### src/rtl/uart_pkg.sv
`default_nettype none
// ============================================================================
// Module      : uart_pkg
// Description : Shared UART state encoding and default oversampling ratio.
// Revision    : 1.0 - initial release
// ============================================================================
package uart_pkg;

    // Encoding is shared with the transmitter so both ends decode the same way.
    typedef enum logic [1:0] {
        IDLE  = 2'b00,
        START = 2'b01,
        DATA  = 2'b10,
        STOP  = 2'b11
    } uart_state_t;

    localparam int c_OSR_DEFAULT = 16;

endpackage
`default_nettype wire

### src/rtl/uart_if.sv
`default_nettype none
// ============================================================================
// Module      : uart_if
// Description : Receiver line, oversample tick and consumer handshake bundle.
// Revision    : 1.0 - initial release
// ============================================================================
interface uart_if;

    logic       clken;
    logic       rx;
    logic       rdy_clr;
    logic [7:0] data_out;
    logic       rdy;
    logic       frame_err;
    logic       overrun;
    logic       rx_busy;

    modport master (
        output clken, rx, rdy_clr,
        input  data_out, rdy, frame_err, overrun, rx_busy
    );

    modport slave (
        input  clken, rx, rdy_clr,
        output data_out, rdy, frame_err, overrun, rx_busy
    );

endinterface
`default_nettype wire

### src/rtl/uart_sync2.sv
`default_nettype none
// ============================================================================
// Module      : uart_sync2
// Description : Two-flop synchroniser for an asynchronous input; resets to 1.
// Revision    : 1.0 - initial release
// ============================================================================
module uart_sync2 (
    input  wire logic clk,
    input  wire logic rst,
    input  wire logic i_d,
    output logic      o_q
);

    logic r_meta;
    logic r_sync;

    // Reset value of 1 matches an idle serial line, so no false start on release.
    always_ff @(posedge clk or posedge rst) begin
        if (rst) begin
            r_meta <= 1'b1;
            r_sync <= 1'b1;
        end else begin
            r_meta <= i_d;
            r_sync <= r_meta;
        end
    end

    assign o_q = r_sync;

endmodule
`default_nettype wire

### src/rtl/uart_receiver.sv
`default_nettype none
// ============================================================================
// Module      : uart_receiver
// Description : Oversampling 8N1 UART receiver with ready, framing and overrun.
// Revision    : 1.0 - initial release
// ============================================================================
module uart_receiver
    import uart_pkg::*;
#(
    parameter int OSR   = c_OSR_DEFAULT,
    parameter int CNT_W = 4
) (
    input  wire logic clk_50m,
    input  wire logic rst,
    uart_if.slave     bus
);

    localparam logic [CNT_W-1:0] c_HALF_M1 = CNT_W'(OSR / 2 - 1);
    localparam logic [CNT_W-1:0] c_FULL_M1 = CNT_W'(OSR - 1);
    localparam logic [CNT_W-1:0] c_ONE     = CNT_W'(1);

    logic             w_rx_s;
    uart_state_t      r_state,     w_state_nxt;
    logic [CNT_W-1:0] r_sample,    w_sample_nxt;
    logic [2:0]       r_bit_pos,   w_bit_pos_nxt;
    logic [7:0]       r_scratch,   w_scratch_nxt;
    logic [7:0]       r_data_out,  w_data_out_nxt;
    logic             r_rdy,       w_rdy_nxt;
    logic             r_frame_err, w_frame_err_nxt;
    logic             r_overrun,   w_overrun_nxt;

    uart_sync2 u_sync (
        .clk (clk_50m),
        .rst (rst),
        .i_d (bus.rx),
        .o_q (w_rx_s)
    );

    always_comb begin
        w_state_nxt     = r_state;
        w_sample_nxt    = r_sample;
        w_bit_pos_nxt   = r_bit_pos;
        w_scratch_nxt   = r_scratch;
        w_data_out_nxt  = r_data_out;
        w_rdy_nxt       = r_rdy;
        w_frame_err_nxt = r_frame_err;
        w_overrun_nxt   = r_overrun;

        if (bus.rdy_clr) begin
            w_rdy_nxt     = 1'b0;
            w_overrun_nxt = 1'b0;
        end

        if (bus.clken) begin
            case (r_state)
                IDLE: begin
                    if (!w_rx_s) begin
                        w_state_nxt  = START;
                        w_sample_nxt = c_ONE;
                    end
                end
                START: begin
                    if (r_sample == c_HALF_M1) begin
                        w_sample_nxt = '0;
                        if (!w_rx_s) begin
                            w_state_nxt   = DATA;
                            w_bit_pos_nxt = 3'd0;
                        end else begin
                            w_state_nxt = IDLE;
                        end
                    end else begin
                        w_sample_nxt = r_sample + c_ONE;
                    end
                end
                DATA: begin
                    if (r_sample == c_FULL_M1) begin
                        w_scratch_nxt[r_bit_pos] = w_rx_s;
                        w_sample_nxt             = '0;
                        w_bit_pos_nxt            = r_bit_pos + 3'd1;
                        if (r_bit_pos == 3'd7) begin
                            w_state_nxt = STOP;
                        end
                    end else begin
                        w_sample_nxt = r_sample + c_ONE;
                    end
                end
                STOP: begin
                    if (r_sample == c_FULL_M1) begin
                        w_data_out_nxt  = r_scratch;
                        w_frame_err_nxt = ~w_rx_s;
                        w_rdy_nxt       = 1'b1;
                        // An acknowledge in the same cycle consumes the old byte.
                        w_overrun_nxt   = bus.rdy_clr ? 1'b0 : (r_overrun | r_rdy);
                        w_state_nxt     = IDLE;
                        w_sample_nxt    = '0;
                    end else begin
                        w_sample_nxt = r_sample + c_ONE;
                    end
                end
                default: begin
                    w_state_nxt = IDLE;
                end
            endcase
        end
    end

    always_ff @(posedge clk_50m or posedge rst) begin
        if (rst) begin
            r_state     <= IDLE;
            r_sample    <= '0;
            r_bit_pos   <= 3'd0;
            r_scratch   <= 8'h00;
            r_data_out  <= 8'h00;
            r_rdy       <= 1'b0;
            r_frame_err <= 1'b0;
            r_overrun   <= 1'b0;
        end else begin
            r_state     <= w_state_nxt;
            r_sample    <= w_sample_nxt;
            r_bit_pos   <= w_bit_pos_nxt;
            r_scratch   <= w_scratch_nxt;
            r_data_out  <= w_data_out_nxt;
            r_rdy       <= w_rdy_nxt;
            r_frame_err <= w_frame_err_nxt;
            r_overrun   <= w_overrun_nxt;
        end
    end

    assign bus.data_out  = r_data_out;
    assign bus.rdy       = r_rdy;
    assign bus.frame_err = r_frame_err;
    assign bus.overrun   = r_overrun;
    assign bus.rx_busy   = (r_state != IDLE);

endmodule
`default_nettype wire

### src/flat_wrapper.sv
// flat-port wrapper written by rule: the top's interface ports become plain ports
module uart_receiver_flat import uart_pkg::*;
#(
    parameter int OSR   = c_OSR_DEFAULT,
    parameter int CNT_W = 4
)
  (clk_50m, rst, bus_clken, bus_rx, bus_rdy_clr, bus_data_out, bus_rdy, bus_frame_err, bus_overrun, bus_rx_busy);
  uart_if bus_i ();
  input  wire logic clk_50m;
  input  wire logic rst;
  input wire logic [$bits(bus_i.clken)-1:0] bus_clken;
  input wire logic [$bits(bus_i.rx)-1:0] bus_rx;
  input wire logic [$bits(bus_i.rdy_clr)-1:0] bus_rdy_clr;
  output wire logic [$bits(bus_i.data_out)-1:0] bus_data_out;
  output wire logic [$bits(bus_i.rdy)-1:0] bus_rdy;
  output wire logic [$bits(bus_i.frame_err)-1:0] bus_frame_err;
  output wire logic [$bits(bus_i.overrun)-1:0] bus_overrun;
  output wire logic [$bits(bus_i.rx_busy)-1:0] bus_rx_busy;
  assign bus_i.clken = bus_clken;
  assign bus_i.rx = bus_rx;
  assign bus_i.rdy_clr = bus_rdy_clr;
  assign bus_data_out = bus_i.data_out;
  assign bus_rdy = bus_i.rdy;
  assign bus_frame_err = bus_i.frame_err;
  assign bus_overrun = bus_i.overrun;
  assign bus_rx_busy = bus_i.rx_busy;
  uart_receiver #(.OSR(OSR), .CNT_W(CNT_W)) u_core (.clk_50m(clk_50m), .rst(rst), .bus(bus_i));
endmodule
### config.mk
export PLATFORM = sky130hd
export DESIGN_NAME = uart_receiver_flat
export DESIGN_NICKNAME = d
export VERILOG_FILES = /design/src/rtl/uart_pkg.sv /design/src/rtl/uart_if.sv /design/src/rtl/uart_sync2.sv /design/src/rtl/uart_receiver.sv /design/src/flat_wrapper.sv
export SDC_FILE = /design/constraint.sdc
export NUM_CORES = 1
export LEC_CHECK = 0
export BUFFER_PORTS_ARGS = -buffer_cell sky130_fd_sc_hd__clkbuf_2
export CAP_MARGIN = 20
export CORE_MARGIN = 2
export CORE_UTILIZATION = 40
export CTS_CLUSTER_SIZE = 14
export DETAILED_ROUTE_END_ITERATION = 7
export HOLD_SLACK_MARGIN = 0.05
export SLEW_MARGIN = 20
export SYNTH_ARGS = -nofsm -noshare
export SYNTH_HDL_FRONTEND = slang
export SYNTH_SLANG_ARGS = --single-unit
export TNS_END_PERCENT = 50
### constraint.sdc
create_clock -name clk_50m -period 3.35 [get_ports clk_50m]
set_input_delay 0.335 -clock clk_50m [delete_from_list [all_inputs] [get_ports clk_50m]]
set_output_delay 0.335 -clock clk_50m [all_outputs]
set_load 0.02 [all_outputs]
# --- Word level (Yosys, flattened, before mapping) ---
# Cells that the tools add are included.
# W data, S select, Z words.
classes:
  eq_ne: 12
  n_reduce_logical: 10
  order_cmp: 2
  n_bitwise: 2
  addsub: 2
  n_mux: 27
op_table:
  columns: ["operator", "count"]
  rows:
  - ["$mux W2", 6]
  - ["$mux W4", 3]
  - ["$pmux W4 S3", 1]
  - ["$mux W1", 10]
  - ["$mux W3", 3]
  - ["$bwmux W8", 1]
  - ["$ne A2 B1 Y1 const B", 4]
  - ["$pmux W2 S4", 1]
  - ["$pmux W3 S2", 1]
  - ["$reduce_and A3 Y1", 2]
  - ["$reduce_and A6 Y1", 1]
  - ["$reduce_and A5 Y1", 1]
  - ["$add A4 B1 Y4 const B", 1]
  - ["$eq A2 B2 Y1 const B", 2]
  - ["$eq A4 B3 Y1 const B", 1]
  - ["$eq A4 B4 Y1 const B", 1]
  - ["$lt A3 B4 Y1 const B", 1]
  - ["$ne A2 B2 Y1 const B", 2]
  - ["$reduce_bool A2 Y1", 2]
  - ["$add A3 B1 Y3 const B", 1]
  - ["$demux W1 S3", 1]
  - ["$eq A3 B3 Y1 const B", 1]
  - ["$ge A3 B1 Y1 const B", 1]
  - ["$eq A2 B1 Y1 const B", 1]
  - ["6 further kinds", 6]
totals:
  wordCells: 65
  register_bits: 30
  out_inout_bits: 12

# --- Logic depth before layout (Yosys ltp) ---
logic_depth:
  word_depth: 5
  depth_mapped: 5
  ltp_nobuf: 4

# --- Hierarchy ---
# From an unflattened synthesis, not the netlist that was laid out.
unflattened:
  cells_unflattened: 120
  area_unflattened_um2: 1495.2
by_module_without_submodules:
  columns: ["mod", "seq_area_each_um2", "cells_each", "area_per_inst_um2", "n_inst"]
  rows:
  - ["uart_receiver", 700.7, 117, 1438.9, 1]
  - ["uart_sync2", 52.6, 3, 56.3, 1]

# --- Worst setup path before layout ---
# No wires, ideal clock.
synth_timing:
  kind: "register to register"
  startpoint: "register u_core.r_sample[0]"
  endpoint: "register u_core.r_data_out[0] (netlist: u_core.bus.data_out[0])"
  required_time_ns: 3.225
  n_path_buf: 1
  setup_time_ns: 0.125
  stages_incl_launch_ff: 6
  path_slack_ns: 1.785
  synth_period_minus_slack_ns: 1.565
  t_arrival_ns: 1.440
  path_cell_list: "dfrtp_1 -> ha_1 -> and3_4 -> and3_4 -> buf_12 -> mux2_4"
synth_between:
  elab_chain_cells: 2
synth_rtl:
  columns: ["element", "line_no", "source"]
  rows:
  - ["start, declared", "uart_receiver.sv:24", "logic [CNT_W-1:0] r_sample, w_sample_nxt;"]
  - ["start signal, assigned", "uart_receiver.sv:119", "r_sample <= w_sample_nxt;"]
  - ["$eq A4 B4 Y1", "uart_receiver.sv:88", "if (r_sample == c_FULL_M1) begin"]
  - ["$reduce_and A3 Y1 (no line)", null, null]
  - ["end signal, assigned", "uart_receiver.sv:122", "r_data_out <= w_data_out_nxt;"]
  - ["end, declared", "uart_receiver.sv:27", "logic [7:0] r_data_out, w_data_out_nxt;"]
# No other way between the ends.
# A chain may end at the register's enable or synchronous reset.

# --- Worst setup path in the final report ---
# Ends and elaborated chain as after synthesis.

==> metrics.txt <==
critical path peak fanout=14; die area=0.00427 mm^2; Fin. Hold Viols=0; Tightest Pin Transition=663 ps; Syn Inst Count=116; Final Max Tran Viols=0; Tot GR Track Use=0.141; met3 usage=0.0411; max_slew headroom=0.558; core area=0.00363 mm^2; DR WL/cell=13.7 um; antenna violations before repair=0; Util after Layout=0.462; routed via count=936; leak pwr=0.825 nW; Ports=17; Syn-to-layout area delta=11.6%; Antenna diodes=0; clock network latency to the later pin of the worst-skew pair=270 ps; crit-path leading delay family=simple AND/OR/NAND/NOR gates; Final setup violation count=0; CTS tree=yes; htree depth=2; Max Cap Viol=0; r2r setup slk=1610 ps; row cnt=22; DIE WIDTH=65.3 um; power density over the cells=591 mW/mm^2; Synth Area per Inst=13.0 um^2; gpl congestion=0.722; WP data arrival=1900 ps; initial core utilization=0.414; setup_tns=0 ps; synthesized cell area=0.00150 mm^2; detailed placement HPWL=1.79 mm; first-pass GRT wire length=4.48 mm; antenna viol nets, final=0; PostCTS Resize Cnt=0; Syn Nets=124; Sinks on Clock Net=30; Yosys reg bits=30; Buffers & Inverters on Critical Path=0; worst r2r path cells=4; CP endpoint kind=flop; DR iter-0 viols=42; CP max stage cell=dfrtp_1; worst path cell trace=ha_1 > and3_4 > and3_4 > mux2_4; Fin Clk Skew=7.94 ps; Reg clk slew, reported paths=60 ps; final WL=2.47 mm; sequential fraction of the synthesis area=0.501; min cycle time layout=1740 ps; max incr delay on CP=390 ps; met1 Use GR=0.172; Num CTS Buffers=5; status=finished, final reports clean; highest-count cells in the layout ignoring fill and taps=28 x dfrtp_1, 16 x clkbuf_2, 9 x mux2_4; Root Buffer=clkbuf_8; largest net degree at the start of global routing=17; Crit Path Class=reg -> reg; global routing usage on met2=0.223; period utilization=0.519; Setup Fix Bufs, Post-CTS=0; WP data required=3510 ps; CP Launch Type=flop; Most Frequent Cell on Critical Path=and3_4; gr busiest metal=met2; Max Freq=575 MHz; PortBufs=16; Vias/cell=5.17; fill cell count=353; Hold Buf Count CTS=0; DRC Markers=0; layout cell share with drive strength beyond 1=0.338; Hold Path Class=in -> async; # nets final=140; most common cell after layout, fill and taps aside=dfrtp_1; Initial DRT Pass Iterations=2; Yosys Warn Count=0; vias in the first global route=965; Crit Reg-Reg Endpoint=u_core.bus.data_out[0]; Reg2Reg Launch Point=u_core.r_sample[0]; Peak VDD IR=0.210 mV; Netlist cell types=42; Clock Path Buffers=2; RSZ-0062 raised after global routing=no; grt ovf=0; Die Height=65.3 um
==> how the worst max path moves through the flow <==
stage	from	end	slack, ps	cells after the start
after detailed placement	u_core.r_sample[0]	u_core.bus.data_out[0]	1620	4
after global routing	u_core.r_sample[0]	u_core.bus.data_out[3]	1520	4
after floorplan	u_core.r_sample[0]	u_core.bus.data_out[0]	1780	5
final	u_core.r_sample[0]	u_core.bus.data_out[0]	1610	4
after CTS	u_core.r_sample[0]	u_core.bus.data_out[0]	1620	4
after global placement	u_core.r_sample[0]	u_core.bus.data_out[5]	1670	4
==> layout make-up <==
cell class | instances | area [um^2] | share of cell area
Sequential cell | 30 | 753 | 0.449
Clock inverter | 2 | 10.0 | 0.00596
Multi-Input combinational cell | 73 | 657 | 0.391
Timing Repair Buffer | 17 | 108 | 0.0641
Clock buffer | 6 | 72.6 | 0.0432
Inverter | 5 | 18.8 | 0.0112
Tap cell | 48 | 60.1 | 0.0358
==> metal layers <==
| metal | up-vias | share of wire | wire, um |
|---|---|---|---|
| met5 | - | 0 | 0 |
| met4 | 0 | 0.0093 | 23 |
| met3 | 2 | 0.031 | 77 |
| met2 | 10 | 0.48 | 1190 |
| met1 | 468 | 0.48 | 1180 |
| li1 | 456 | - | - |
==> report_power, final <==
group          internal [mW]  leakage (nW)  switching (mW)  total [mW]
logic                  0.128         0.386           0.117       0.245
clock network          0.143        0.0450           0.127       0.271
registers              0.409         0.394          0.0682       0.477
==> logic make-up (layout without fill, tap and decap cells) <==
family / after synthesis / after routing / share of synthesized area
simple gates: 31 / 31 / 0.141
flops: 30 / 30 / 0.501
mux: 21 / 21 / 0.179
compound gates: 17 / 17 / 0.0857
buf+inv: 13 / 30 / 0.0624
fa+ha+maj: 3 / 3 / 0.0250
xor+xnor: 1 / 1 / 0.00582
==> synthesized netlist by cell type (all sizes together) <==
cell type	n	area, um^2
a41oi	1	8.76
o21ai	4	23.8
nand4b	4	35.0
inv	5	18.8
dfrtp	28	701
nand3	3	15.0
nand2b	1	6.26
xnor2	1	8.76
nand4	4	25.0
o311ai	1	8.76
ha	3	37.5
and3b	3	26.3
mux2	20	259
and3	2	22.5
a22o	1	8.76
buf	7	71.3
o21bai	1	7.51
and2	2	15.0
a31oi	1	6.26
nand3b	1	7.51
a21oi	2	10.0
nand2	1	3.75
mux2i	1	10.0
a32o	2	20.0
a21o	1	7.51
a21bo	1	10.0
nor2	4	15.0
a2bb2oi	1	8.76
a311oi	1	8.76
nor3b	1	7.51
clkbuf	1	3.75
nor2b	4	25.0
dfstp	2	52.6
nor4b	1	8.76
==> state kept, by name (all words and copies together) (netlist names), named ones only <==
signal                count
u_core.bus.rdy            1
u_core.r_bit_pos          3
u_core.r_scratch          8
u_core.bus.data_out       8
u_core.bus.frame_err      1
u_core.u_sync.o_q         1
u_core.r_state            1
u_core.u_sync.r_meta      1
u_core.bus.overrun        1
u_core.r_sample           4
==> worst reg2reg max path: stages (launching register included) <==
cell     delay, ps
dfrtp_1        390
ha_1           270
and3_4         310
and3_4         340
mux2_4         320
==> per-stage QoR <==
step	hold WS, ps	cell area, um^2	std cells	worst slack, ps	power (mW)
6_report	131	1680	181	1610	0.993
2_1_floorplan	339	1500	116	1780	0.704
5_1_grt	128	1680	181	1520	1.06
4_1_cts	134	1680	181	1620	1.01
3_3_place_gp	346	1570	172	1670	0.720
3_5_place_dp	347	1600	173	1620	0.731
Note: power is estimated with default switching activity, not from simulation.
